## src/rtl/arb_pkg.sv

```systemverilog
// Shared types for the two-master memory bus arbiter: grant state encoding
// doubles as the value presented on the owner debug port.
package arb_pkg;

    typedef enum logic [1:0] {
        IDLE   = 2'b00,
        GRANT0 = 2'b01,
        GRANT1 = 2'b10
    } arb_state_t;

    localparam logic [1:0] OWNER_IDLE = 2'b00;
    localparam logic [1:0] OWNER_M0   = 2'b01;
    localparam logic [1:0] OWNER_M1   = 2'b10;

endpackage

```

## src/rtl/rd_return_reg.sv

```systemverilog
// Per-master read return: captures memory read data on a read transfer and
// raises a one-cycle valid pulse in the following cycle.
module rd_return_reg #(
    parameter int unsigned DATA_W = 8
) (
    input  logic              clk,
    input  logic              reset,
    input  logic              capture,
    input  logic [DATA_W-1:0] mem_rdata,
    output logic [DATA_W-1:0] rdata,
    output logic              rvalid
);

    always_ff @(posedge clk or negedge reset) begin
        if (!reset) begin
            rdata  <= '0;
            rvalid <= 1'b0;
        end else begin
            rvalid <= capture;
            if (capture) begin
                rdata <= mem_rdata;
            end
        end
    end

endmodule

```

## src/rtl/mem_bus_arbiter.sv

```systemverilog
// Two-master round-robin arbiter for a single memory port, with a bounded
// hold under contention and registered per-master read-data return.
module mem_bus_arbiter
    import arb_pkg::*;
#(
    parameter int unsigned ADDR_W   = 8,
    parameter int unsigned DATA_W   = 8,
    parameter int unsigned MAX_HOLD = 4
) (
    input  logic              clk,
    input  logic              reset,
    input  logic              m0_req,
    input  logic              m0_we,
    input  logic [ADDR_W-1:0] m0_addr,
    input  logic [DATA_W-1:0] m0_wdata,
    output logic              m0_gnt,
    output logic [DATA_W-1:0] m0_rdata,
    output logic              m0_rvalid,
    input  logic              m1_req,
    input  logic              m1_we,
    input  logic [ADDR_W-1:0] m1_addr,
    input  logic [DATA_W-1:0] m1_wdata,
    output logic              m1_gnt,
    output logic [DATA_W-1:0] m1_rdata,
    output logic              m1_rvalid,
    output logic [ADDR_W-1:0] mem_addr,
    output logic [DATA_W-1:0] mem_wdata,
    output logic              mem_we,
    input  logic [DATA_W-1:0] mem_rdata,
    output logic [1:0]        owner
);

    localparam int unsigned       HOLD_W    = $clog2(MAX_HOLD + 1);
    localparam logic [HOLD_W-1:0] HOLD_LAST = HOLD_W'(MAX_HOLD - 1);
    localparam logic [HOLD_W-1:0] HOLD_MAX  = HOLD_W'(MAX_HOLD);

    arb_state_t        state, state_nxt;
    logic              last_owner;  // 0: M0 was granted last, 1: M1
    logic [HOLD_W-1:0] hold_cnt;
    logic              hold_limit;
    logic              owner_xfer;

    assign m0_gnt     = (state == GRANT0);
    assign m1_gnt     = (state == GRANT1);
    assign owner      = state;
    assign owner_xfer = (m0_gnt && m0_req) || (m1_gnt && m1_req);
    // A count saturated while uncontested must still yield once the other master asks.
    assign hold_limit = (hold_cnt == HOLD_LAST) || (hold_cnt == HOLD_MAX);

    always_comb begin
        state_nxt = state;
        unique case (state)
            IDLE: begin
                if (m0_req && m1_req) begin
                    state_nxt = last_owner ? GRANT0 : GRANT1;
                end else if (m0_req) begin
                    state_nxt = GRANT0;
                end else if (m1_req) begin
                    state_nxt = GRANT1;
                end
            end
            GRANT0: begin
                if (!m0_req) begin
                    state_nxt = m1_req ? GRANT1 : IDLE;
                end else if (m1_req && hold_limit) begin
                    state_nxt = GRANT1;
                end
            end
            GRANT1: begin
                if (!m1_req) begin
                    state_nxt = m0_req ? GRANT0 : IDLE;
                end else if (m0_req && hold_limit) begin
                    state_nxt = GRANT0;
                end
            end
            default: state_nxt = IDLE;
        endcase
    end

    always_ff @(posedge clk or negedge reset) begin
        if (!reset) begin
            state      <= IDLE;
            last_owner <= 1'b1;
            hold_cnt   <= '0;
        end else begin
            state <= state_nxt;
            if (state_nxt != state) begin
                hold_cnt <= '0;
                if (state_nxt == GRANT0) begin
                    last_owner <= 1'b0;
                end else if (state_nxt == GRANT1) begin
                    last_owner <= 1'b1;
                end
            end else if (owner_xfer && hold_cnt != HOLD_MAX) begin
                hold_cnt <= hold_cnt + HOLD_W'(1);
            end
        end
    end

    always_comb begin
        mem_addr  = '0;
        mem_wdata = '0;
        mem_we    = 1'b0;
        if (m0_gnt) begin
            mem_addr  = m0_addr;
            mem_wdata = m0_wdata;
            mem_we    = m0_req && m0_we;
        end else if (m1_gnt) begin
            mem_addr  = m1_addr;
            mem_wdata = m1_wdata;
            mem_we    = m1_req && m1_we;
        end
    end

    rd_return_reg #(
        .DATA_W (DATA_W)
    ) u_rd0 (
        .clk       (clk),
        .reset     (reset),
        .capture   (m0_gnt && m0_req && !m0_we),
        .mem_rdata (mem_rdata),
        .rdata     (m0_rdata),
        .rvalid    (m0_rvalid)
    );

    rd_return_reg #(
        .DATA_W (DATA_W)
    ) u_rd1 (
        .clk       (clk),
        .reset     (reset),
        .capture   (m1_gnt && m1_req && !m1_we),
        .mem_rdata (mem_rdata),
        .rdata     (m1_rdata),
        .rvalid    (m1_rvalid)
    );

endmodule

```

## config.mk

```make
export PLATFORM = sky130hd
export DESIGN_NAME = mem_bus_arbiter
export DESIGN_NICKNAME = d
export VERILOG_FILES = /design/src/rtl/arb_pkg.sv /design/src/rtl/rd_return_reg.sv /design/src/rtl/mem_bus_arbiter.sv
export SDC_FILE = /design/constraint.sdc
export NUM_CORES = 1
export LEC_CHECK = 0
export CELL_PAD_IN_SITES_DETAIL_PLACEMENT = 0
export CELL_PAD_IN_SITES_GLOBAL_PLACEMENT = 1
export CORE_UTILIZATION = 23
export DETAILED_ROUTE_END_ITERATION = 10
export PLACE_DENSITY = 0.8
export SLEW_MARGIN = 15
export SYNTH_ARGS = -nofsm -noshare
export SYNTH_HDL_FRONTEND = slang
export SYNTH_SLANG_ARGS = --single-unit
```

## constraint.sdc

```tcl
create_clock -name clk -period 2.4 [get_ports clk]
set_clock_uncertainty 0.15 [all_clocks]
set_input_delay 0.24 -clock clk [delete_from_list [all_inputs] [get_ports clk]]
set_output_delay 0.24 -clock clk [all_outputs]
set_load 0.005 [all_outputs]
```

# ---- Word level (Yosys, flattened, before mapping)
# Index checks and enable logic that the tools add are counted.
dict set report totals {
  ff_bits 24
  inputBits 46
  elab_cells 55
}
dict set report classes {
  add_sub_neg 1
  eq_ne 8
  n_mux 21
  reduce_logical 18
}
# operator count
set op_table {}
lappend op_table {{2-to-1 mux 8 bit} 4}
lappend op_table {{2-to-1 mux 2 bit} 9}
lappend op_table {{logical AND 1 bit} 10}
lappend op_table {{2-to-1 mux 3 bit} 2}
lappend op_table {{case mux 2 bit (3 select lines)} 1}
lappend op_table {{2-to-1 mux 1 bit} 5}
lappend op_table {{equality test 2 x 1 -> 1 bit (second input constant)} 2}
lappend op_table {{equality test 2 bit (second input constant)} 2}
lappend op_table {{nonzero test 2 bit} 2}
lappend op_table {{adder 3 x 1 -> 3 bit (second input constant)} 1}
lappend op_table {{equality test 3 x 2 -> 1 bit (second input constant)} 1}
lappend op_table {{equality test 3 bit (second input constant)} 1}
lappend op_table {{inequality test 3 bit (second input constant)} 1}
lappend op_table {{logical NOT 1 bit} 2}
lappend op_table {{logical NOT 2 bit} 1}
lappend op_table {{logical OR 1 bit} 2}
lappend op_table {{inequality test 2 bit} 1}
lappend op_table {{AND reduction 2 bit} 1}

# ---- Longest topological paths before layout
# Gate-level depths: netlist (run 1).
dict set report logic_depth {
  word_depth 9
  ltp_mapped 9
  depth_no_buf 9
}

# ---- Modules after synthesis
# From an unflattened synthesis (run 1), not the netlist that was laid out.
dict set report unflattened {
  hier_cells 110
  area_unflattened_um2 1345.0
}
# module n_inst cells_each area_each_um2
set modules_own_cells {}
lappend modules_own_cells {rd_return_reg 2 18 356.6}
lappend modules_own_cells {mem_bus_arbiter 1 74 631.9}

# ---- Worst setup path after synthesis (run 1)
# Ideal clock, no wire load.
dict set report synth_timing {
  path_kind {register to register}
  from {reg hold_cnt[0]}
  to {reg last_owner}
  arrival_time_ps 2097
  required_ps 2145
  setup_slack_ps 48
  stages_incl_launch_ff 9
  path_buffers 0
  path_cell_list {dfrtp_1 inv_1 ha_1 mux2i_1 mux2_2 o21ai_0 and3_1 ha_1 o41ai_1}
}
dict set report synth_via {
  elab_chain_len 9
  word_cells_on_any_way 16
  cone_classes {eq/ne (5); mux (6); reduce/logical (5)}
}
# item line_no
set synth_lines {}
lappend synth_lines {{start, declared} mem_bus_arbiter.sv:39} ;# logic [HOLD_W-1:0] hold_cnt;
lappend synth_lines {{start signal, assigned} mem_bus_arbiter.sv:95} ;# hold_cnt <= hold_cnt + HOLD_W'(1);
lappend synth_lines {{equality test 3 x 2 -> 1 bit / equality test 3 bit (equally long branches)} mem_bus_arbiter.sv:48} ;# assign hold_limit = (hold_cnt == HOLD_LAST) || (hold_cnt == HOLD_MAX);
lappend synth_lines {{logical OR 1 bit (*)} mem_bus_arbiter.sv:48}
lappend synth_lines {{logical AND 1 bit, on equally long branches} {mem_bus_arbiter.sv:72, mem_bus_arbiter.sv:65}}
lappend synth_lines {{2-to-1 mux 2 bit, on equally long branches} {mem_bus_arbiter.sv:72, mem_bus_arbiter.sv:65}}
lappend synth_lines {{2-to-1 mux 2 bit, on equally long branches} {mem_bus_arbiter.sv:70, mem_bus_arbiter.sv:63}}
lappend synth_lines {{case mux 2 bit (3 select lines) (*)} mem_bus_arbiter.sv:52} ;# unique case (state)
lappend synth_lines {{net state_nxt[0]} mem_bus_arbiter.sv:37} ;# arb_state_t state, state_nxt;
lappend synth_lines {{equality test 2 x 1 -> 1 bit / equality test 2 bit (equally long branches)} {mem_bus_arbiter.sv:89, mem_bus_arbiter.sv:91}}
lappend synth_lines {{nonzero test 2 bit (no line)} n/a}
lappend synth_lines {{AND reduction 2 bit (no line)} n/a}
lappend synth_lines {{end signal, assigned} mem_bus_arbiter.sv:83} ;# last_owner <= 1'b1;
lappend synth_lines {{end signal, assigned} mem_bus_arbiter.sv:90} ;# last_owner <= 1'b0;
lappend synth_lines {{end signal, assigned} mem_bus_arbiter.sv:92} ;# last_owner <= 1'b1;
lappend synth_lines {{end, declared} mem_bus_arbiter.sv:38} ;# logic last_owner;
# The timed path passes the listed nets; every way through them passes the cells marked *.
# A chain may end at the register's enable or synchronous reset.

# ---- Final worst setup path (run 1)
dict set report layout_timing {
  from {reg hold_cnt[1]}
  to {reg last_owner}
}
# Same word-level chain as after synthesis.

==> results of run 1 <==
[layout make-up]
type	instances	area, µm²	share of cell area, %
timing repair buffer	93	912.1	39.45
multi-input combinational	71	641.9	27.76
sequential	24	604.3	26.14
tap	70	87.58	3.788
clock buffer	4	55.05	2.381
inverter	3	11.26	0.4870
[final timing paths]
path                                        to           start  cells past startpoint  slack, ns
worst max register to register      last_owner     hold_cnt[1]                      7       0.08
min in group clk                u_rd1.rdata[5]  u_rd1.rdata[5]                      1       0.34
worst max-delay path                last_owner     hold_cnt[1]                      7       0.08
worst min-delay path              u_rd0.rvalid           reset                      2       0.17
max in group asynchronous           last_owner           reset                      2       1.63
worst min register to register  u_rd1.rdata[5]  u_rd1.rdata[5]                      1       0.34
[stage by stage]
step | total power (W) | std cells
2_1_floorplan | 0.0009253 | 106
3_3_place_gp | 0.001408 | 260
3_5_place_dp | 0.001414 | 260
4_1_cts | 0.001702 | 264
5_1_grt | 0.001823 | 265
6_report | 0.001720 | 265
[worst reg2reg max path: stages, from the launching register on]
cell and delay [ns]:
dfrtp_1 0.41, ha_1 0.22, mux2i_2 0.19, mux2_2 0.36, o21ai_1 0.11, and3_1 0.23, ha_4 0.24, o41ai_2 0.32
[flip-flops by register name, summed over array words and instances (netlist names)]
| register | cells |
|---|---|
| owner | 2 |
| u_rd0.rdata | 8 |
| u_rd1.rvalid | 1 |
| hold_cnt | 3 |
| u_rd1.rdata | 8 |
| u_rd0.rvalid | 1 |
| last_owner | 1 |
[placed cells by master (no fill, tap or decap), types with 4 or more instances in the layout]
cell and instances:
a22o_1 17, buf_4 8, clkbuf_8 4, clkdlybuf4s50_1 84, dfrtp_1 21, mux2_2 16
nor2_1 4, nor2b_1 5
[timing repair]
action                     in CTS  in global routing
hold buffers                    0                  0
setup endpoints to repair       1                 17
gates resized for setup         2                  9
pin swaps                       1                  5
setup buffers                   0                  1
[cell families (layout without fill, tap and decap cells)]
logic type / count (synthesis) / in the layout / share of synthesized area [%]
mux: 21 / 21 / 18.26
simple gates: 19 / 19 / 8.588
flops: 24 / 24 / 47.48
compound gates: 27 / 27 / 16.98
fa+ha+maj: 3 / 3 / 2.962
xor+xnor: 1 / 1 / 0.6911
buf+inv: 11 / 100 / 5.034
[per-layer routing]
layer | share of wire (%) | track usage, %
met1 | 44 | 14.71
met2 | 53 | 21.98
met3 | 2.4 | 2.395
met4 | 0.52 | 3.077
met5 | 0 | 0
[report_power, final]
group | switching, W | internal (W) | leakage, nW
Sequential | 0.0000880 | 0.000550 | 0.294
Combinational | 0.000250 | 0.000565 | 0.628
Clock | 0.000121 | 0.000146 | 0.0288
==> out/results.ini, run 1 <==
[grt]
antenna_found_initial = 0
grt_pass1_wl_mm = 5.782
grt_start_max_net_pins = 25
track_usage_pct = 12.19
grt_pass1_vias = 1216
grt.overflow.total = 0

[timing]
hold_ws_ns = 0.1746
setup_tns_ns = 0
tightest_slew_ns = 0.3108
finalSetupViolCount = 0
drv_slew = 0
timing.final.ws_setup_ns = 0.08401
hold_violations = 0
fmax_ghz = 0.4318
finalCritPeriodShare_pct = 96.50
fin_crit_ns = 2.316
relSlewSlack_pct = 79.28

[worst_setup_path]
crit_required_ns = 2.42
cp-end-kind = register
cp_cell_sequence = ha_1 -> mux2i_2 -> mux2_2 -> o21ai_1 -> and3_1 -> ha_4 -> o41ai_2
crit_path_top_delay_cell = dfrtp_1
critPathMaxFanout = 3
worstSetupPathType = reg -> reg
critPathBufInv = 0
start_kind = register
cpLargestDelayFamily = multiplexers
arrival_ns = 2.34
slowest_delay_ns = 0.41

[yosys]
netlist_instances = 106
ys_seq_elements = 24
synth.most_common_cell = dfrtp_1
synth_edf_count = 0
yosysTopAreaCell = dfrtp_1
synth_top_area_share_pct = 45.41
synthTopCellsByArea = dfrtp_1 (45%), mux2_2 (14%), a22o_1 (12%)
ys_async_sr_fraction_pct = 100.0
yosys-top-cells-count = dfrtp_1 (23), a22o_1 (17), mux2_2 (16), nor2b_1 (5)
synth.distinct_cells = 30
synthFlopType = dfrtp_1
ys_seq_area_share_pct = 47.48
synth.cell_area_um2 = 1267
yosys_warnings = 0
syn_avg_cell_area_um2 = 11.96
syn_nets = 155

[die]
coreArea_um2 = 5205
die_y_um = 76.24
initial_utilization_pct = 24.35
ios = 85
die_w_um = 76.24
num_rows = 26
dieArea_um2 = 5812

[clock_network]
cts_buffer_depth = 2
root_buffer = clkbuf_8
cts_tree = done
cts_made_buffers = 3
cts_max_level = 1
insertion_delay_ns = 0.26
cts_num_sinks = 24
clkTransAtPathRegs_ns = 0.08

[placement]
portBuffers = 84
dp_hpwl_mm = 2.802
dp_slack_ns = 0.0008300
gp_congestion = 0.7687
placed_area_um2 = 2203

[layout]
fin_util_pct = 44.42
syn_to_final_growth_pct = 82.43
diodes = 0
stdcell_area_um2 = 2312
drive_gt1_share_pct = 19.49
final.fill_count = 507
final_nets = 245

[drt]
viasPerCell = 4.389
drt_wl_total_mm = 3.676
postRouteAntennaNets = 0
detail_route.wl_per_cell_um = 13.87
firstDrtPassIters = 4
vias = 1163
drc = 0
first_iter_violations = 34

[job]
drv_cap = 0

[pwr]
ir_drop_uv = 451.7
p_leak_nw = 0.9510
powerDensity_nw_per_um2 = 743.9

[worst_hold_path]
hold_class = in -> async

[status]
status = finished clean

Power figures use the tool's default switching activity.
==> run 2, diff against run 1 <==
--- a/config.mk
+++ b/config.mk
@@ -10,6 +10,7 @@
 export CORE_UTILIZATION = 23
 export DETAILED_ROUTE_END_ITERATION = 10
 export PLACE_DENSITY = 0.8
+export SETUP_SLACK_MARGIN = 0.4
 export SLEW_MARGIN = 15
 export SYNTH_ARGS = -nofsm -noshare
 export SYNTH_HDL_FRONTEND = slang
==> run 2 against run 1 <==
Net effect:
- final cell count up 6.0%
- sequential power down 2%
- first-iteration DRC count up 59%
- critical path depth up 1
- via count up 4.3%
- power up 5.1%
- non-clock buffer count up 16
- die area unchanged
- worst hold slack better by 0.00071 ns
- combinational power up 12%
- register-to-register slack better by 0.11 ns
- sequential share of layout area down 2.0 points
- critical endpoint unchanged
==> out/results.ini, run 2 (synthesis gave the netlist of run 1 again) <==
[die]
die_w_um = 76.24  ; unchanged
initial_utilization_pct = 24.35  ; unchanged
ios = 85  ; unchanged
coreArea_um2 = 5205  ; unchanged
dieArea_um2 = 5812  ; unchanged
die_y_um = 76.24  ; unchanged
num_rows = 26  ; unchanged

[layout]
drive_gt1_share_pct = 31.28  ; +12 points
top_regs = u_rd0.rdata x8, u_rd1.rdata x8, hold_cnt x3
final_common_cell = clkdlybuf4s50_1
syn_to_final_growth_pct = 96.84
diodes = 0  ; unchanged
fin_util_pct = 47.93  ; +3.5 points
final_nets = 261  ; +6.5%
final_cell_mix = clkdlybuf4s50_1 (65), dfrtp_1 (23), buf_4 (18)
instances_no_fill = 281  ; +6.0%

[grt]
grt_start_max_net_pins = 25  ; unchanged
grt_pass1_wl_mm = 6.306  ; +9.1%
grt_pass1_vias = 1277  ; +5.0%
antenna_found_initial = 0  ; unchanged
track_usage_pct = 13.35  ; +1.2 points
grt.overflow.total = 0  ; unchanged

[clock_network]
ctsHoldBuffers = 0  ; unchanged
cts_max_level = 1  ; unchanged
cts_buffer_depth = 2  ; unchanged
clkTransAtPathRegs_ns = 0.09  ; about the same
cts_num_sinks = 24  ; unchanged
cts_tree = done
cts_made_buffers = 3  ; unchanged
insertion_delay_ns = 0.27  ; about the same
root_buffer = clkbuf_8

[worst_hold_path]
hold_class = in -> async

[drt]
firstDrtPassIters = 4  ; unchanged
detail_route.wl_per_cell_um = 14.09  ; +1.6%
vias = 1213  ; +4.3%
viasPerCell = 4.317  ; -1.6%
postRouteAntennaNets = 0  ; unchanged
drc = 0  ; unchanged
drt_wl_total_mm = 3.959  ; +7.7%
first_iter_violations = 54  ; +59%

[timing]
finalCritPeriodShare_pct = 92.07  ; -4.4 points
relSlewSlack_pct = 78.76  ; -0.52 points
grt_setup_unrepaired = true
tightest_slew_ns = 0.3186  ; +0.007806 ns
fin_crit_ns = 2.210  ; -0.1062 ns
finalSetupViolCount = 0  ; unchanged
hold_violations = 0  ; unchanged
fmax_ghz = 0.4525  ; +4.8%
setup_tns_ns = 0  ; unchanged
drv_slew = 0  ; unchanged

[pwr]
ir_drop_uv = 447.1  ; -1.0%
p_comb_share_pct = 50.3  ; +2.9 points
switchingPower_w = 0.0004949  ; +7.8%
clockPowerShare_pct = 15.3  ; -0.2 points
powerDensity_nw_per_um2 = 724.7  ; -2.6%
p_leak_nw = 1.113  ; +17%
p_seq_share_pct = 34.5  ; -2.6 points
p_int_w = 0.001313  ; +4.1%
swShare_pct = 27.37  ; +0.68 points

[worst_setup_path]
worstSetupPathType = reg -> reg
arrival_ns = 2.25  ; -0.09 ns
crit_required_ns = 2.44  ; +0.02 ns
r2r_slack_ns = 0.19  ; +0.11 ns
cp-end-kind = register
critPathMaxFanout = 3  ; unchanged
start_kind = register

[placement]
gp_congestion = 0.7379  ; -4.0%
dp_hpwl_mm = 2.813  ; +0.42%
dp_cells = 261  ; +0.38%
portBuffers = 84  ; unchanged

[job]
drv_cap = 0  ; unchanged

[status]
status = finished clean

## run 2: layout make-up
class                   count  area [µm²]
well taps                  70       87.58
repair buffers            109        1060
inverters                   3       11.26
multi-input cells          71       679.4
clock buffers               4       55.05
flip-flops and latches     24       601.8
fillers                   481        2710
## run 2: repair_timing
item,CTS,global route
endpoints found under the setup margin,20,19
setup buffers,8,4
pin swaps,0,3
gates resized for setup,30,27
gates cloned,2,2
## run 2: power by group through the flow
stage / clock network (W) / logic (W) / registers [W]
2_1_floorplan: 0 / 0.000319 / 0.000636
3_3_place_gp: 0 / 0.000829 / 0.000628
3_5_place_dp: 0 / 0.000837 / 0.000630
4_1_cts: 0.000284 / 0.000865 / 0.000624
5_1_grt: 0.000295 / 0.000976 / 0.000644
6_report: 0.000276 / 0.000909 / 0.000623
## run 2: per-layer routing
metal	up-vias	global-route usage [%]	routed length, µm
li1	602	-	-
met1	591	16.60	1714
met2	18	24.50	2142
met3	2	1.916	74
met4	0	2.308	27
met5	-	0	0
## run 2: worst max-delay path, cell delays in order (launching register included)
cell     delay, ns
dfrtp_1       0.41
ha_2          0.21
mux2i_4       0.21
mux2_4        0.32
o21ai_1       0.11
and3_4        0.21
ha_4          0.20
o31ai_2       0.21
o41ai_2       0.11
## run 2: final timing paths
kind / end / startpoint / cells past startpoint
setup / recovery: last_owner / hold_cnt[1] / 8
hold reg to reg: u_rd1.rdata[5] / u_rd1.rdata[5] / 1
min in group clk: u_rd1.rdata[5] / u_rd1.rdata[5] / 1
hold / removal: u_rd1.rdata[5] / reset / 2
max in group asynchronous: last_owner / reset / 2
setup reg to reg: last_owner / hold_cnt[1] / 8
## run 2: per-stage QoR
step	total power, W	hold WS (ns)	worst slack (ns)	area, µm²
floorplan	0.0009543	-0.2056	0.2610	1314
global placement	0.001457	0.3196	0.1946	2270
detailed placement	0.001467	0.3319	0.1459	2270
CTS	0.001772	0.1810	0.1764	2416
global route	0.001915	0.1927	0.1055	2495
finish	0.001808	0.1753	0.1902	2495
